[src/rtl/pwm_pkg.sv]
// Shared constants and helpers for the left-aligned PWM block.
package pwm_pkg;

    localparam int unsigned PWM_WIDTH = 32'd8;

    // Saturate a requested duty to the full-period value 2**width.
    function automatic int unsigned clamp_duty(input int unsigned duty, input int unsigned width);
        int unsigned full;
        full = 32'd1 << width;
        return (duty > full) ? full : duty;
    endfunction

endpackage

[src/rtl/pwm_period_counter.sv]
// Free-running period counter advanced by an enable tick; flags the wrapping tick.
module pwm_period_counter
    import pwm_pkg::*;
#(
    parameter int unsigned WIDTH = PWM_WIDTH
) (
    input  logic             i_clk,
    input  logic             i_reset,
    input  logic             i_enable,
    output logic [WIDTH-1:0] o_cnt,
    output logic             o_wrap
);

    logic [WIDTH-1:0] r_cnt;

    // Advance on each enable tick; natural overflow gives the wrap to zero.
    always_ff @(posedge i_clk) begin
        if (i_reset) begin
            r_cnt <= {WIDTH{1'b0}};
        end else if (i_enable) begin
            r_cnt <= r_cnt + {{(WIDTH-1){1'b0}}, 1'b1};
        end
    end

    assign o_cnt  = r_cnt;
    assign o_wrap = i_enable && (r_cnt == {WIDTH{1'b1}});

endmodule

[src/rtl/pwm_left_aligned.sv]
// Left-aligned PWM: output high from period start for the shadowed duty count.
module pwm_left_aligned
    import pwm_pkg::*;
#(
    parameter int unsigned WIDTH = PWM_WIDTH
) (
    input  logic           i_clk,
    input  logic           i_reset,
    input  logic           i_enable,
    input  logic [WIDTH:0] i_duty_cycle,
    output logic           o_q,
    output logic           o_period_start
);

    logic [WIDTH-1:0] w_cnt;
    logic             w_wrap;
    logic [WIDTH:0]   w_duty_clamped;
    logic [WIDTH:0]   r_duty_act;
    logic             r_period_start;

    pwm_period_counter #(
        .WIDTH (WIDTH)
    ) u_counter (
        .i_clk    (i_clk),
        .i_reset  (i_reset),
        .i_enable (i_enable),
        .o_cnt    (w_cnt),
        .o_wrap   (w_wrap)
    );

    assign w_duty_clamped = (WIDTH+1)'(clamp_duty(32'(i_duty_cycle), WIDTH));

    // Duty is only sampled on the wrapping tick so a period never sees a partial pulse.
    always_ff @(posedge i_clk) begin
        if (i_reset) begin
            r_duty_act     <= {(WIDTH+1){1'b0}};
            r_period_start <= 1'b0;
        end else begin
            r_period_start <= w_wrap;
            if (w_wrap) begin
                r_duty_act <= w_duty_clamped;
            end
        end
    end

    assign o_q            = ({1'b0, w_cnt} < r_duty_act);
    assign o_period_start = r_period_start;

endmodule

[config.mk]
export PLATFORM = sky130hd
export DESIGN_NAME = pwm_left_aligned
export DESIGN_NICKNAME = d
export VERILOG_FILES = /design/src/rtl/pwm_pkg.sv /design/src/rtl/pwm_period_counter.sv /design/src/rtl/pwm_left_aligned.sv
export SDC_FILE = /design/constraint.sdc
export NUM_CORES = 1
export LEC_CHECK = 0
export CAP_MARGIN = 30
export CORE_UTILIZATION = 45
export CTS_CLUSTER_DIAMETER = 200
export CTS_CLUSTER_SIZE = 24
export DETAILED_ROUTE_END_ITERATION = 10
export PLACE_DENSITY = 0.7
export SLEW_MARGIN = 20
export SYNTH_ARGS = -nofsm -noshare
export SYNTH_HDL_FRONTEND = slang
export SYNTH_HIERARCHICAL = 1
export SYNTH_SLANG_ARGS = --single-unit
[constraint.sdc]
create_clock -name i_clk -period 2.7 [get_ports i_clk]
set_clock_uncertainty 0.1 [all_clocks]
set_input_delay 0.81 -clock i_clk [delete_from_list [all_inputs] [get_ports i_clk]]
set_output_delay 0.81 -clock i_clk [all_outputs]
set_load 0.02 [all_outputs]
== Yosys cells after proc, flatten, opt, wreduce, memory -nomap -nowiden ==
Index checks and enable logic that the tools add are counted.
W data, S select, Z words.

* Bits in registers: 18
* Bits of input ports: 12
* Output and inout port bits: 2
* Word-level logic and storage cells: 9

* $add $sub $neg: 1
* Magnitude comparators: 2
* Equal/unequal tests: 1
* Muxes and demuxes: 1
* Reductions and logical operators: 1

{| class="wikitable"
|+ Operators with widths
! kind !! count
|-
| $gt A9 B9 Y1 const B || 1
|-
| $lt A8 B9 Y1 || 1
|-
| $mux W9 || 1
|-
| $add A8 B1 Y8 const B || 1
|-
| $eq A8 B8 Y1 const B || 1
|-
| $logic_and A1 B1 Y1 || 1
|}

== Depth between registers and ports, before layout ==
* Word-level depth: 2
* Gate-level depth with buffers: 7
* Mapped depth without buffers: 7

== By module ==
Netlist, hierarchy kept.

{| class="wikitable"
|+ By module, submodules not included
! module !! instances !! cells an instance !! area each (sq um) !! seq. area each (sq um)
|-
| pwm_left_aligned || 1 || 63 || 544.3 || 200.2
|-
| pwm_period_counter || 1 || 39 || 354.1 || 160.2
|}

== Worst setup path after synthesis ==
No wires, ideal clock.

* Path type: register to output
* Start: register u_counter.r_cnt[6], in the netlist u_counter/o_cnt[6]
* End: output port o_q
* Data arrival time: 1.266 ns
* Required time: 1.790 ns
* Slack: 0.524 ns
* Stages on the path, launching flop included: 5
* Buffers on the path: 0
* Cells stage by stage: dfxtp_1 ha_1 a211oi_1 o32ai_1 a21oi_1

* Word-level cells in the longest chain between the ends: 1

{| class="wikitable"
|+ RTL lines
! what !! RTL line !! source
|-
| from (decl) || pwm_period_counter.sv:14 || <nowiki>logic [WIDTH-1:0] r_cnt;</nowiki>
|-
| from (signal assigned) || pwm_period_counter.sv:19 || <nowiki>r_cnt <= {WIDTH{1'b0}};</nowiki>
|-
| from (signal assigned) || pwm_period_counter.sv:21 || <nowiki>r_cnt <= r_cnt + {{(WIDTH-1){1'b0}}, 1'b1};</nowiki>
|-
| $lt A8 B9 Y1 || pwm_left_aligned.sv:46 || <nowiki>assign o_q = ({1'b0, w_cnt} < r_duty_act);</nowiki>
|-
| to (decl) || pwm_left_aligned.sv:11 || <nowiki>output logic o_q,</nowiki>
|}

Every way passes these cells.

== Worst setup path after layout ==
Ends and elaborated chain as after synthesis.

==> impl_results.md <==
* Status: finished, final reports clean
* HP Class: reg2reg
* Detail Route Antenna Nets at 0
* FF-to-FF Start: u_counter/o_cnt[0]$_SDFFE_PP0P_
* Die X-Extent at 46.7 um
* Synth Area per Inst at 8.81 um2
* Syn nets at 122
* CTS Sinks at 18
* Num CTS Buffers at 3
* Peak Freq at 401 MHz
* Asr flop ratio synth at 0
* Synthesized flop and latch total at 18
* Top cell family by delay on the critical path: compound AO/OA/AOI/OAI gates
* Via/cell ratio at 5.06
* Crit path cell chain: ha_1, a211oi_2, o32ai_1, a21oi_1, buf_2
* MaxCap Viol Count at 0
* Final Max Tran Viols at 0
* Compound-gate portion of the synthesized area at 0.125
* Top cells by area, synth: dfxtp_1, ha_1, nor2_1
* Power per cell area at 396 nW/um2
* Post-Layout Cell Count at 148
* Yosys cell types at 28
* Slew HR at 0.803
* Synthesized cell area at 898 um2
* Synth warn at 6
* Post-DP HPWL at 1.31 mm
* Seq/Total Area, Yosys at 0.401
* Residual DRC at 0
* Core area at 1800 um2
* CTS tree: yes
* Vias in the first global route at 666
* Fraction of layout cells with a size suffix above 1 at 0.138
* Pre-CTS setup slack at 20.0 ps
* Gr ovfl total at 0
* PortBufs at 13
* Initial antenna violation count at 0
* GP Congestion at 0.787
* Slowest CP cell: dfxtp_2
* Final hold vios at 0
* Synth Area in Adders at 0.111
* Clock buffer depth at 2
* H-tree levels at 1
* Post-synth top area cell: dfxtp_1
* Period minus WS final at 2490 ps
* Critical path buffers and inverters at 1
* Post-Synth Simple-Gate Area at 0.230
* Static Leakage at 0.470 nW
* Most common cell after layout, fill and taps aside: dfxtp_1
* DRT iter0 DRCs at 4
* Starting density of the core at 0.499
* WP data arrival at 1580 ps
* DR vias at 749
* Multiplexer share of the synthesized area at 0.0348
* VDD IR max at 0.301 mV
* Most frequent cells in the layout: dfxtp_1, nor2_1, clkdlybuf4s50_1
* Setup violations, final at 0
* Number of synthesized flops with an enable pin at 0
* Worst-skew pair later-pin latency at 290 ps
* # rows at 15
* Crit. End Element: output port
* Crit. Startpoint: u_counter/o_cnt[6]$_SDFFE_PP0P_
* CP Launch Type: register
* Die height at 46.7 um
* Worst-path clk slew at 90 ps
* RSZ-0062 raised after global routing: no
* Main synth FF type: dfxtp_1
* Maximum fanout along the worst path at 5
* Worst-margin pin slew at 295 ps
* Clock Root Buffer: clkbuf_4
* Die area at 2180 um2
* Post-DR wirelength/cell at 11.3 um
* Pin count of the biggest net entering global routing at 11
* Placed cells at 145
* Final net count at 145
* Final worst setup slack at 208 ps
* Pre-antenna DRT Iters at 3
* Largest family of logic cells by synthesized area: simple AND/OR/NAND/NOR gates
* Synth-to-Final Area Change at 25.2%
* Antenna cells at 0
* Crit Path Category: reg2out
* CP max stage delay at 350 ps
* Tcrit/Tclk final at 0.923
* Total track usage at 0.191
* Cts repair resizes at 3
* HP Start: r_duty_act[0]$_SDFFE_PP0P_
* Required time of the critical path at 1790 ps
* Hold_buf cts at 0
* Synthesized instance count at 102
* Routed WL at 1.68 mm
* Post-synthesis xor/xnor area fraction at 0.0390
* First-pass GRT wire length at 2.85 mm
* Ports at 14
* Setup bufs post-CTS at 0
* Post-synth top area share at 0.401
* Total negative slack at 0 ps
sequential cells by signal (all words and copies together) (netlist names):
register	count
u_counter/o_cnt	8
r_duty_act	9
o_period_start	1
area by class of cell:
type	count	area (um2)
Clock buffer	3	22.5
Multi-Input combinational cell	73	490
Inverter	7	26.3
Sequential cell	18	362
Tap cell	25	31.3
Fill cell	168	677
Timing Repair Buffer	22	193
layer usage:
metal	vias up	part of all wire	global-route usage
met1	338	0.48	0.255
met4	0	0.0078	0.0571
li1	398	-	-
met3	2	0.042	0.0667
met5	-	0	0
met2	11	0.47	0.286
power by group:
group / switching, mW / internal (mW) / total [mW]
clock: 0.0773 / 0.0519 / 0.129
sequential: 0.00393 / 0.269 / 0.272
combinational: 0.0183 / 0.0259 / 0.0442
total: 0.0996 / 0.346 / 0.446
final timing paths:
kind / endpoint / slack (ps) / cells past startpoint
worst max-delay path: o_q / 210 / 5
worst min register to register: r_duty_act[0]$_SDFFE_PP0P_ / 370 / 2
worst min-delay path: r_duty_act[0]$_SDFFE_PP0P_ / 370 / 2
worst max register to register: r_duty_act[1]$_SDFFE_PP0P_ / 830 / 8
synthesized netlist by cell type, types with 3 or more instances:
library cell  instances
o22ai_1               4
nor2b_1               7
nand2_1               8
ha_1                  8
inv_1                 7
a2bb2oi_1             3
o21ai_0               3
nor2_1               13
a21oi_1               6
dfxtp_1              18
xor2_1                3
worst register-to-register path, cell delays in order, from the launching register on:
cell,delay [ps]
dfxtp_1,410
ha_1,220
nand3_1,110
nor2_1,160
and3_1,350
buf_4,200
nand2_1,50
o22ai_1,90
nor2b_1,130
stage by stage:
stage	power, mW	utilization	hold WS, ps	area (um2)
after floorplan	0.298	-	341	898
after global placement	0.324	0.611	359	1100
after detailed placement	0.325	0.611	361	1100
after CTS	0.458	0.624	377	1120
after global routing	0.469	0.624	410	1120
final	0.446	0.624	370	1120
cell families (layout without fill, tap and decap cells):
family / count (synthesis) / after routing
muxes: 3 / 3
adders and majority gates: 8 / 8
DFF: 18 / 18
and+or+nand+nor: 40 / 40
AOI/OAI and AO/OA: 18 / 18
buffers and inverters: 11 / 32
xor gates and xnor gates: 4 / 4
Power figures use the tool's default switching activity.
